==> src/rtl/axi_rd_arbiter_pkg.sv <==
// Shared constants, FSM encoding and small helpers for the two-port AXI read arbiter.
package axi_rd_arbiter_pkg;

    localparam int unsigned REQ_INST = 0;
    localparam int unsigned REQ_DATA = 1;
    localparam int unsigned NUM_REQ  = 2;

    localparam int unsigned LEN_W    = 4;
    localparam int unsigned SIZE_W   = 3;
    localparam int unsigned BURST_W  = 2;
    localparam int unsigned RESP_W   = 2;

    localparam logic [BURST_W-1:0] BURST_INCR = 2'b01;

    typedef enum logic [1:0] {
        ST_IDLE = 2'd0,
        ST_ADDR = 2'd1,
        ST_DATA = 2'd2
    } state_t;

    // One-hot requester vector for a requester index.
    function automatic logic [NUM_REQ-1:0] req_onehot(input logic idx);
        return idx ? 2'b10 : 2'b01;
    endfunction

endpackage

==> src/rtl/axi_rd_arbiter_if.sv <==
// AR/R bundle for the read arbiter: packed two-requester upstream side plus the single downstream port.
interface axi_rd_arbiter_if #(
    parameter int unsigned ID_W   = 4,
    parameter int unsigned ADDR_W = 32,
    parameter int unsigned DATA_W = 32
);
    import axi_rd_arbiter_pkg::*;

    logic [NUM_REQ*ID_W-1:0]    s_arid;
    logic [NUM_REQ*ADDR_W-1:0]  s_araddr;
    logic [NUM_REQ*LEN_W-1:0]   s_arlen;
    logic [NUM_REQ*SIZE_W-1:0]  s_arsize;
    logic [NUM_REQ*BURST_W-1:0] s_arburst;
    logic [NUM_REQ-1:0]         s_arvalid;
    logic [NUM_REQ-1:0]         s_arready;
    logic [ID_W-1:0]            s_rid;
    logic [DATA_W-1:0]          s_rdata;
    logic [RESP_W-1:0]          s_rresp;
    logic                       s_rlast;
    logic [NUM_REQ-1:0]         s_rvalid;
    logic [NUM_REQ-1:0]         s_rready;

    logic [ID_W-1:0]            m_arid;
    logic [ADDR_W-1:0]          m_araddr;
    logic [LEN_W-1:0]           m_arlen;
    logic [SIZE_W-1:0]          m_arsize;
    logic [BURST_W-1:0]         m_arburst;
    logic                       m_arvalid;
    logic                       m_arready;
    logic [ID_W-1:0]            m_rid;
    logic [DATA_W-1:0]          m_rdata;
    logic [RESP_W-1:0]          m_rresp;
    logic                       m_rlast;
    logic                       m_rvalid;
    logic                       m_rready;

    // Arbiter view
    modport slave (
        input  s_arid, s_araddr, s_arlen, s_arsize, s_arburst, s_arvalid, s_rready,
        output s_arready, s_rid, s_rdata, s_rresp, s_rlast, s_rvalid,
        output m_arid, m_araddr, m_arlen, m_arsize, m_arburst, m_arvalid, m_rready,
        input  m_arready, m_rid, m_rdata, m_rresp, m_rlast, m_rvalid
    );

    // Environment view: requesters plus downstream memory
    modport master (
        output s_arid, s_araddr, s_arlen, s_arsize, s_arburst, s_arvalid, s_rready,
        input  s_arready, s_rid, s_rdata, s_rresp, s_rlast, s_rvalid,
        input  m_arid, m_araddr, m_arlen, m_arsize, m_arburst, m_arvalid, m_rready,
        output m_arready, m_rid, m_rdata, m_rresp, m_rlast, m_rvalid
    );

endinterface

==> src/rtl/axi_rd_arbiter_rr_arb2.sv <==
// Two-way round-robin pick: a lone requester wins, a tie goes to whoever was not granted last.
module rr_arb2 (
    input  logic [1:0] req,
    input  logic       last,
    output logic [1:0] gnt
);

    always_comb begin
        gnt = 2'b00;
        case (req)
            2'b01:   gnt = 2'b01;
            2'b10:   gnt = 2'b10;
            2'b11:   gnt = last ? 2'b01 : 2'b10;
            default: gnt = 2'b00;
        endcase
    end

endmodule

==> src/rtl/axi_rd_arbiter.sv <==
// Shares one AXI3 read port between the instruction-fetch (0) and data (1) requesters,
// one outstanding burst at a time, with R beats routed back to the granted requester.
module axi_rd_arbiter
    import axi_rd_arbiter_pkg::*;
#(
    parameter int unsigned ID_W       = 4,
    parameter int unsigned ADDR_W     = 32,
    parameter int unsigned DATA_W     = 32,
    parameter logic        FIRST_PRIO = 1'b1
) (
    input  logic            aclk,
    input  logic            aresetn,
    axi_rd_arbiter_if.slave bus
);

    state_t               state;
    logic                 grant;
    logic                 last_grant;
    logic [ID_W-1:0]      ar_id;
    logic [ADDR_W-1:0]    ar_addr;
    logic [LEN_W-1:0]     ar_len;
    logic [SIZE_W-1:0]    ar_size;
    logic [BURST_W-1:0]   ar_burst;

    logic [NUM_REQ-1:0]   win_gnt;
    logic                 win_idx;
    logic                 in_idle;
    logic                 in_data;
    logic                 r_done;

    logic [ID_W-1:0]      sel_id;
    logic [ADDR_W-1:0]    sel_addr;
    logic [LEN_W-1:0]     sel_len;
    logic [SIZE_W-1:0]    sel_size;
    logic [BURST_W-1:0]   sel_burst;

    rr_arb2 u_rr_arb2 (
        .req  (bus.s_arvalid),
        .last (last_grant),
        .gnt  (win_gnt)
    );

    assign win_idx = win_gnt[REQ_DATA];
    assign in_idle = (state == ST_IDLE);
    assign in_data = (state == ST_DATA);
    assign r_done  = bus.m_rvalid && bus.m_rready && bus.m_rlast;

    // Winner's AR fields out of the packed request vectors
    assign sel_id    = win_idx ? bus.s_arid[REQ_DATA*ID_W +: ID_W]
                               : bus.s_arid[REQ_INST*ID_W +: ID_W];
    assign sel_addr  = win_idx ? bus.s_araddr[REQ_DATA*ADDR_W +: ADDR_W]
                               : bus.s_araddr[REQ_INST*ADDR_W +: ADDR_W];
    assign sel_len   = win_idx ? bus.s_arlen[REQ_DATA*LEN_W +: LEN_W]
                               : bus.s_arlen[REQ_INST*LEN_W +: LEN_W];
    assign sel_size  = win_idx ? bus.s_arsize[REQ_DATA*SIZE_W +: SIZE_W]
                               : bus.s_arsize[REQ_INST*SIZE_W +: SIZE_W];
    assign sel_burst = win_idx ? bus.s_arburst[REQ_DATA*BURST_W +: BURST_W]
                               : bus.s_arburst[REQ_INST*BURST_W +: BURST_W];

    // State, grant and latched AR request
    always_ff @(posedge aclk or negedge aresetn) begin
        if (!aresetn) begin
            state      <= ST_IDLE;
            grant      <= 1'b0;
            last_grant <= ~FIRST_PRIO;
            ar_id      <= '0;
            ar_addr    <= '0;
            ar_len     <= '0;
            ar_size    <= '0;
            ar_burst   <= '0;
        end else begin
            case (state)
                ST_IDLE: begin
                    if (|bus.s_arvalid) begin
                        grant      <= win_idx;
                        last_grant <= win_idx;
                        ar_id      <= sel_id;
                        ar_addr    <= sel_addr;
                        ar_len     <= sel_len;
                        ar_size    <= sel_size;
                        ar_burst   <= sel_burst;
                        state      <= ST_ADDR;
                    end
                end
                ST_ADDR: begin
                    if (bus.m_arready) begin
                        state <= ST_DATA;
                    end
                end
                ST_DATA: begin
                    if (r_done) begin
                        state <= ST_IDLE;
                    end
                end
                default: state <= ST_IDLE;
            endcase
        end
    end

    // Gated on aresetn so a held request cannot see a ready while in reset
    assign bus.s_arready = (in_idle && aresetn) ? win_gnt : NUM_REQ'(0);

    assign bus.m_arvalid = (state == ST_ADDR);
    assign bus.m_arid    = ar_id;
    assign bus.m_araddr  = ar_addr;
    assign bus.m_arlen   = ar_len;
    assign bus.m_arsize  = ar_size;
    assign bus.m_arburst = ar_burst;

    // R path follows the grant register only; m_rid is passed through unchecked
    assign bus.m_rready  = in_data && bus.s_rready[grant];
    assign bus.s_rvalid  = (in_data && bus.m_rvalid) ? req_onehot(grant) : NUM_REQ'(0);
    assign bus.s_rid     = in_data ? bus.m_rid   : ID_W'(0);
    assign bus.s_rdata   = in_data ? bus.m_rdata : DATA_W'(0);
    assign bus.s_rresp   = in_data ? bus.m_rresp : RESP_W'(0);
    assign bus.s_rlast   = in_data && bus.m_rlast;

endmodule

==> src/flat_wrapper.sv <==
// flat-port wrapper written by rule: the top's interface ports become plain ports
module axi_rd_arbiter_flat import axi_rd_arbiter_pkg::*;
#(
    parameter int unsigned ID_W       = 4,
    parameter int unsigned ADDR_W     = 32,
    parameter int unsigned DATA_W     = 32,
    parameter logic        FIRST_PRIO = 1'b1
)
  (aclk, aresetn, bus_s_arid, bus_s_araddr, bus_s_arlen, bus_s_arsize, bus_s_arburst, bus_s_arvalid, bus_s_rready, bus_s_arready, bus_s_rid, bus_s_rdata, bus_s_rresp, bus_s_rlast, bus_s_rvalid, bus_m_arid, bus_m_araddr, bus_m_arlen, bus_m_arsize, bus_m_arburst, bus_m_arvalid, bus_m_rready, bus_m_arready, bus_m_rid, bus_m_rdata, bus_m_rresp, bus_m_rlast, bus_m_rvalid);
  axi_rd_arbiter_if #(.ID_W(ID_W), .ADDR_W(ADDR_W), .DATA_W(DATA_W)) bus_i ();
  input  logic aclk;
  input  logic aresetn;
  input wire logic [$bits(bus_i.s_arid)-1:0] bus_s_arid;
  input wire logic [$bits(bus_i.s_araddr)-1:0] bus_s_araddr;
  input wire logic [$bits(bus_i.s_arlen)-1:0] bus_s_arlen;
  input wire logic [$bits(bus_i.s_arsize)-1:0] bus_s_arsize;
  input wire logic [$bits(bus_i.s_arburst)-1:0] bus_s_arburst;
  input wire logic [$bits(bus_i.s_arvalid)-1:0] bus_s_arvalid;
  input wire logic [$bits(bus_i.s_rready)-1:0] bus_s_rready;
  output wire logic [$bits(bus_i.s_arready)-1:0] bus_s_arready;
  output wire logic [$bits(bus_i.s_rid)-1:0] bus_s_rid;
  output wire logic [$bits(bus_i.s_rdata)-1:0] bus_s_rdata;
  output wire logic [$bits(bus_i.s_rresp)-1:0] bus_s_rresp;
  output wire logic [$bits(bus_i.s_rlast)-1:0] bus_s_rlast;
  output wire logic [$bits(bus_i.s_rvalid)-1:0] bus_s_rvalid;
  output wire logic [$bits(bus_i.m_arid)-1:0] bus_m_arid;
  output wire logic [$bits(bus_i.m_araddr)-1:0] bus_m_araddr;
  output wire logic [$bits(bus_i.m_arlen)-1:0] bus_m_arlen;
  output wire logic [$bits(bus_i.m_arsize)-1:0] bus_m_arsize;
  output wire logic [$bits(bus_i.m_arburst)-1:0] bus_m_arburst;
  output wire logic [$bits(bus_i.m_arvalid)-1:0] bus_m_arvalid;
  output wire logic [$bits(bus_i.m_rready)-1:0] bus_m_rready;
  input wire logic [$bits(bus_i.m_arready)-1:0] bus_m_arready;
  input wire logic [$bits(bus_i.m_rid)-1:0] bus_m_rid;
  input wire logic [$bits(bus_i.m_rdata)-1:0] bus_m_rdata;
  input wire logic [$bits(bus_i.m_rresp)-1:0] bus_m_rresp;
  input wire logic [$bits(bus_i.m_rlast)-1:0] bus_m_rlast;
  input wire logic [$bits(bus_i.m_rvalid)-1:0] bus_m_rvalid;
  assign bus_i.s_arid = bus_s_arid;
  assign bus_i.s_araddr = bus_s_araddr;
  assign bus_i.s_arlen = bus_s_arlen;
  assign bus_i.s_arsize = bus_s_arsize;
  assign bus_i.s_arburst = bus_s_arburst;
  assign bus_i.s_arvalid = bus_s_arvalid;
  assign bus_i.s_rready = bus_s_rready;
  assign bus_s_arready = bus_i.s_arready;
  assign bus_s_rid = bus_i.s_rid;
  assign bus_s_rdata = bus_i.s_rdata;
  assign bus_s_rresp = bus_i.s_rresp;
  assign bus_s_rlast = bus_i.s_rlast;
  assign bus_s_rvalid = bus_i.s_rvalid;
  assign bus_m_arid = bus_i.m_arid;
  assign bus_m_araddr = bus_i.m_araddr;
  assign bus_m_arlen = bus_i.m_arlen;
  assign bus_m_arsize = bus_i.m_arsize;
  assign bus_m_arburst = bus_i.m_arburst;
  assign bus_m_arvalid = bus_i.m_arvalid;
  assign bus_m_rready = bus_i.m_rready;
  assign bus_i.m_arready = bus_m_arready;
  assign bus_i.m_rid = bus_m_rid;
  assign bus_i.m_rdata = bus_m_rdata;
  assign bus_i.m_rresp = bus_m_rresp;
  assign bus_i.m_rlast = bus_m_rlast;
  assign bus_i.m_rvalid = bus_m_rvalid;
  axi_rd_arbiter #(.ID_W(ID_W), .ADDR_W(ADDR_W), .DATA_W(DATA_W), .FIRST_PRIO(FIRST_PRIO)) u_core (.aclk(aclk), .aresetn(aresetn), .bus(bus_i));
endmodule
==> config.mk <==
export PLATFORM = sky130hd
export DESIGN_NAME = axi_rd_arbiter_flat
export DESIGN_NICKNAME = d
export VERILOG_FILES = /design/src/rtl/axi_rd_arbiter_pkg.sv /design/src/rtl/axi_rd_arbiter_if.sv /design/src/rtl/axi_rd_arbiter_rr_arb2.sv /design/src/rtl/axi_rd_arbiter.sv /design/src/flat_wrapper.sv
export SDC_FILE = /design/constraint.sdc
export NUM_CORES = 1
export LEC_CHECK = 0
export CAP_MARGIN = 10
export CORE_UTILIZATION = 31
export CTS_CLUSTER_SIZE = 20
export DETAILED_ROUTE_END_ITERATION = 16
export PLACE_DENSITY = 0.86
export RECOVER_POWER = 25
export SYNTH_ARGS = -nofsm -noshare
export SYNTH_HDL_FRONTEND = slang
export SYNTH_SLANG_ARGS = --single-unit
==> constraint.sdc <==
create_clock -name aclk -period 2.1 [get_ports aclk]
set_input_delay 0.42 -clock aclk [delete_from_list [all_inputs] [get_ports aclk]]
set_output_delay 0.42 -clock aclk [all_outputs]
set_load 0.05 [all_outputs]
==> results.json <==
{
  "status": "completed",
  "endpoint_kind": "output pin",
  "first_pass_iters": 4,
  "die_y_microns": 91.6,
  "cts_buffers": 5,
  "io_pins": 227,
  "powerDensity_nw_per_um2": 1450,
  "drive_gt1_share_pct": 25.5,
  "antenna_found_initial": 0,
  "ys_types": 23,
  "clk_latency_ns": 0.29,
  "synth_ff_type": "dfrtp_1",
  "fin_skew_ns": 0.00553,
  "worstPathRequired_ns": 1.68,
  "htreeDepth": 2,
  "ir_drop_uv": 682,
  "syn_area_sq_um": 2490,
  "synthTopCellsByArea": "dfrtp_1 (48%), o221a_2 (20%), or3_1 (11%)",
  "pre_cts_ws_ns": -0.0789,
  "yosysTopAreaCell": "dfrtp_1",
  "rows": 32,
  "cts.sinks": 48,
  "start_util_pct": 32.2,
  "dp_hpwl_microns": 7460,
  "fin_setup_tns_ns": 0,
  "drt_iter0_markers": 70,
  "gp_congestion": 0.737,
  "synth_seq_cells": 48,
  "wl_microns": 9640,
  "track_usage_pct": 22.9,
  "route.detailed.drc": 0,
  "hold_path_class": "in2async",
  "fmax_mhz": 498,
  "hold_ws_ns": 0.506,
  "cts_root_buf": "clkbuf_8",
  "p_leak_nw": 2.11,
  "grt_pass1_wl_microns": 14900,
  "setup_viol": 0,
  "area.growth.synth_to_final_pct": 118,
  "syn_avg_cell_area_sq_um": 11.1,
  "drv_slew": 0,
  "yosys_warnings": 0,
  "setup_slack_ns": 0.0937,
  "period_minus_slack_ns": 2.01,
  "fp.dieW_microns": 91.6,
  "path_max_fanout": 43,
  "layout_common_cells": "clkdlybuf4s50_1 (179), dfrtp_1 (48), or3_1 (45), o221a_2 (45), buf_12 (45)",
  "grt_pass1_vias": 2947,
  "layout_commonest_cell": "clkdlybuf4s50_1",
  "critPathArrivalTime_ns": 1.59,
  "path_class": "reg2out",
  "cts_tree": "yes",
  "worst_slew_pin_slew_ns": 1.24,
  "final_antenna_net_count": 0,
  "syn_nets": 361,
  "synthArstFlopShare_pct": 100,
  "path_clk_slew_ns": 0.09,
  "r2r_cells": 5,
  "r2r_slack_ns": 0.25,
  "grt_max_degree": 49,
  "synth_edf_count": 0,
  "fin_nets": 583,
  "max_cap_viol_count": 0,
  "io_buffers": 226,
  "fin_crit_sh_pct": 95.5,
  "startpoint_type": "register",
  "slew_headroom_pct": 17.5,
  "overflow": 0,
  "cts_buffer_depth": 2,
  "finalHoldViolations": 0,
  "die_area_sq_um": 8390,
  "num_antenna_cells": 0,
  "synth_top_area_share_pct": 48.3,
  "vias_per_cell": 5.09,
  "core-area_sq_um": 7730,
  "wl_per_cell_microns": 17.6,
  "syn_inst": 224,
  "ys_seq_area_share_pct": 48.3,
  "vias": 2793
}
-- path summary, 6_finish.rpt --
kind / from / to
setup / recovery: u_core.state[0]$_DFFE_PN0P_ / bus_m_rready
hold / removal: aresetn / u_core.grant$_DFFE_PN0P_
setup reg to reg: u_core.state[0]$_DFFE_PN0P_ / u_core.bus.m_arlen[2]$_DFFE_PN0P_
hold reg to reg: u_core.bus.m_araddr[22]$_DFFE_PN0P_ / u_core.bus.m_araddr[22]$_DFFE_PN0P_
max in group asynchronous: aresetn / u_core.bus.m_araddr[4]$_DFFE_PN0P_
min in group aclk: u_core.bus.m_araddr[22]$_DFFE_PN0P_ / u_core.bus.m_araddr[22]$_DFFE_PN0P_
-- power breakdown --
| group | switching [mW] | internal [mW] | total [mW] |
|---|---|---|---|
| registers | 0.275 | 1.38 | 1.65 |
| clock network | 0.308 | 0.354 | 0.661 |
| logic | 3.23 | 2.34 | 5.57 |
| total | 3.81 | 4.07 | 7.88 |
-- stage by stage --
stage,std cells,total power [mW],instance area (sq um),util (%)
2_1_floorplan,224,4.96,2490,-
3_3_place_gp,540,7.10,5290,68.4
3_5_place_dp,540,7.21,5290,68.4
4_1_cts,549,7.92,5410,70.0
5_1_grt,549,8.22,5420,70.1
6_report,549,7.88,5420,70.1
-- cell usage after synthesis (2+ instances only) --
master,number
dfrtp_1,48
o221a_2,45
or3_1,45
and2_1,40
clkbuf_1,17
buf_6,4
nand2_1,4
nor2_1,3
inv_1,2
nor2b_1,2
o21ai_0,2
-- cell type report --
type	instances	area [sq um]
clock buffers	6	72.6
well taps	102	128
repair buffers	238	2790
inverters	2	7.51
flip-flops and latches	48	1200
fillers	541	2310
clock inverters	2	35.0
multi-input cells	151	1180
-- sequential cells by signal (all words and copies together), names as in the netlist --
register and cells:
u_core.bus.m_arburst 2, u_core.state 2, u_core.grant 1, u_core.bus.m_arlen 4, u_core.bus.m_araddr 32, u_core.bus.m_arsize 3, u_core.bus.m_arid 4
-- repair_timing --
action                     4_1_cts  5_1_grt
gates resized for setup          3        3
hold buffers                     0        0
pin swaps                        1        0
setup buffers                    1        0
setup endpoints to repair        1       42
-- worst max-delay path: stages (launching register included) --
cell and delay, ns:
dfrtp_1 0.43, and2b_1 0.26, buf_12 0.18, nor2b_1 0.25, buf_12 0.17
-- metal layers --
layer | up-vias | wire [microns] | GRT usage, %
li1 | 1285 | - | -
met1 | 1334 | 3390 | 23.8
met2 | 157 | 5170 | 43.3
met3 | 17 | 893 | 6.70
met4 | 0 | 179 | 8.20
met5 | - | 0 | 0
-- kinds of logic after synthesis --
group | synth area share (%)
compound gates | 21.8
buf+inv | 5.03
flops | 48.3
mux | 0.402
simple gates | 24.5
(Power assumes the default switching activity.)
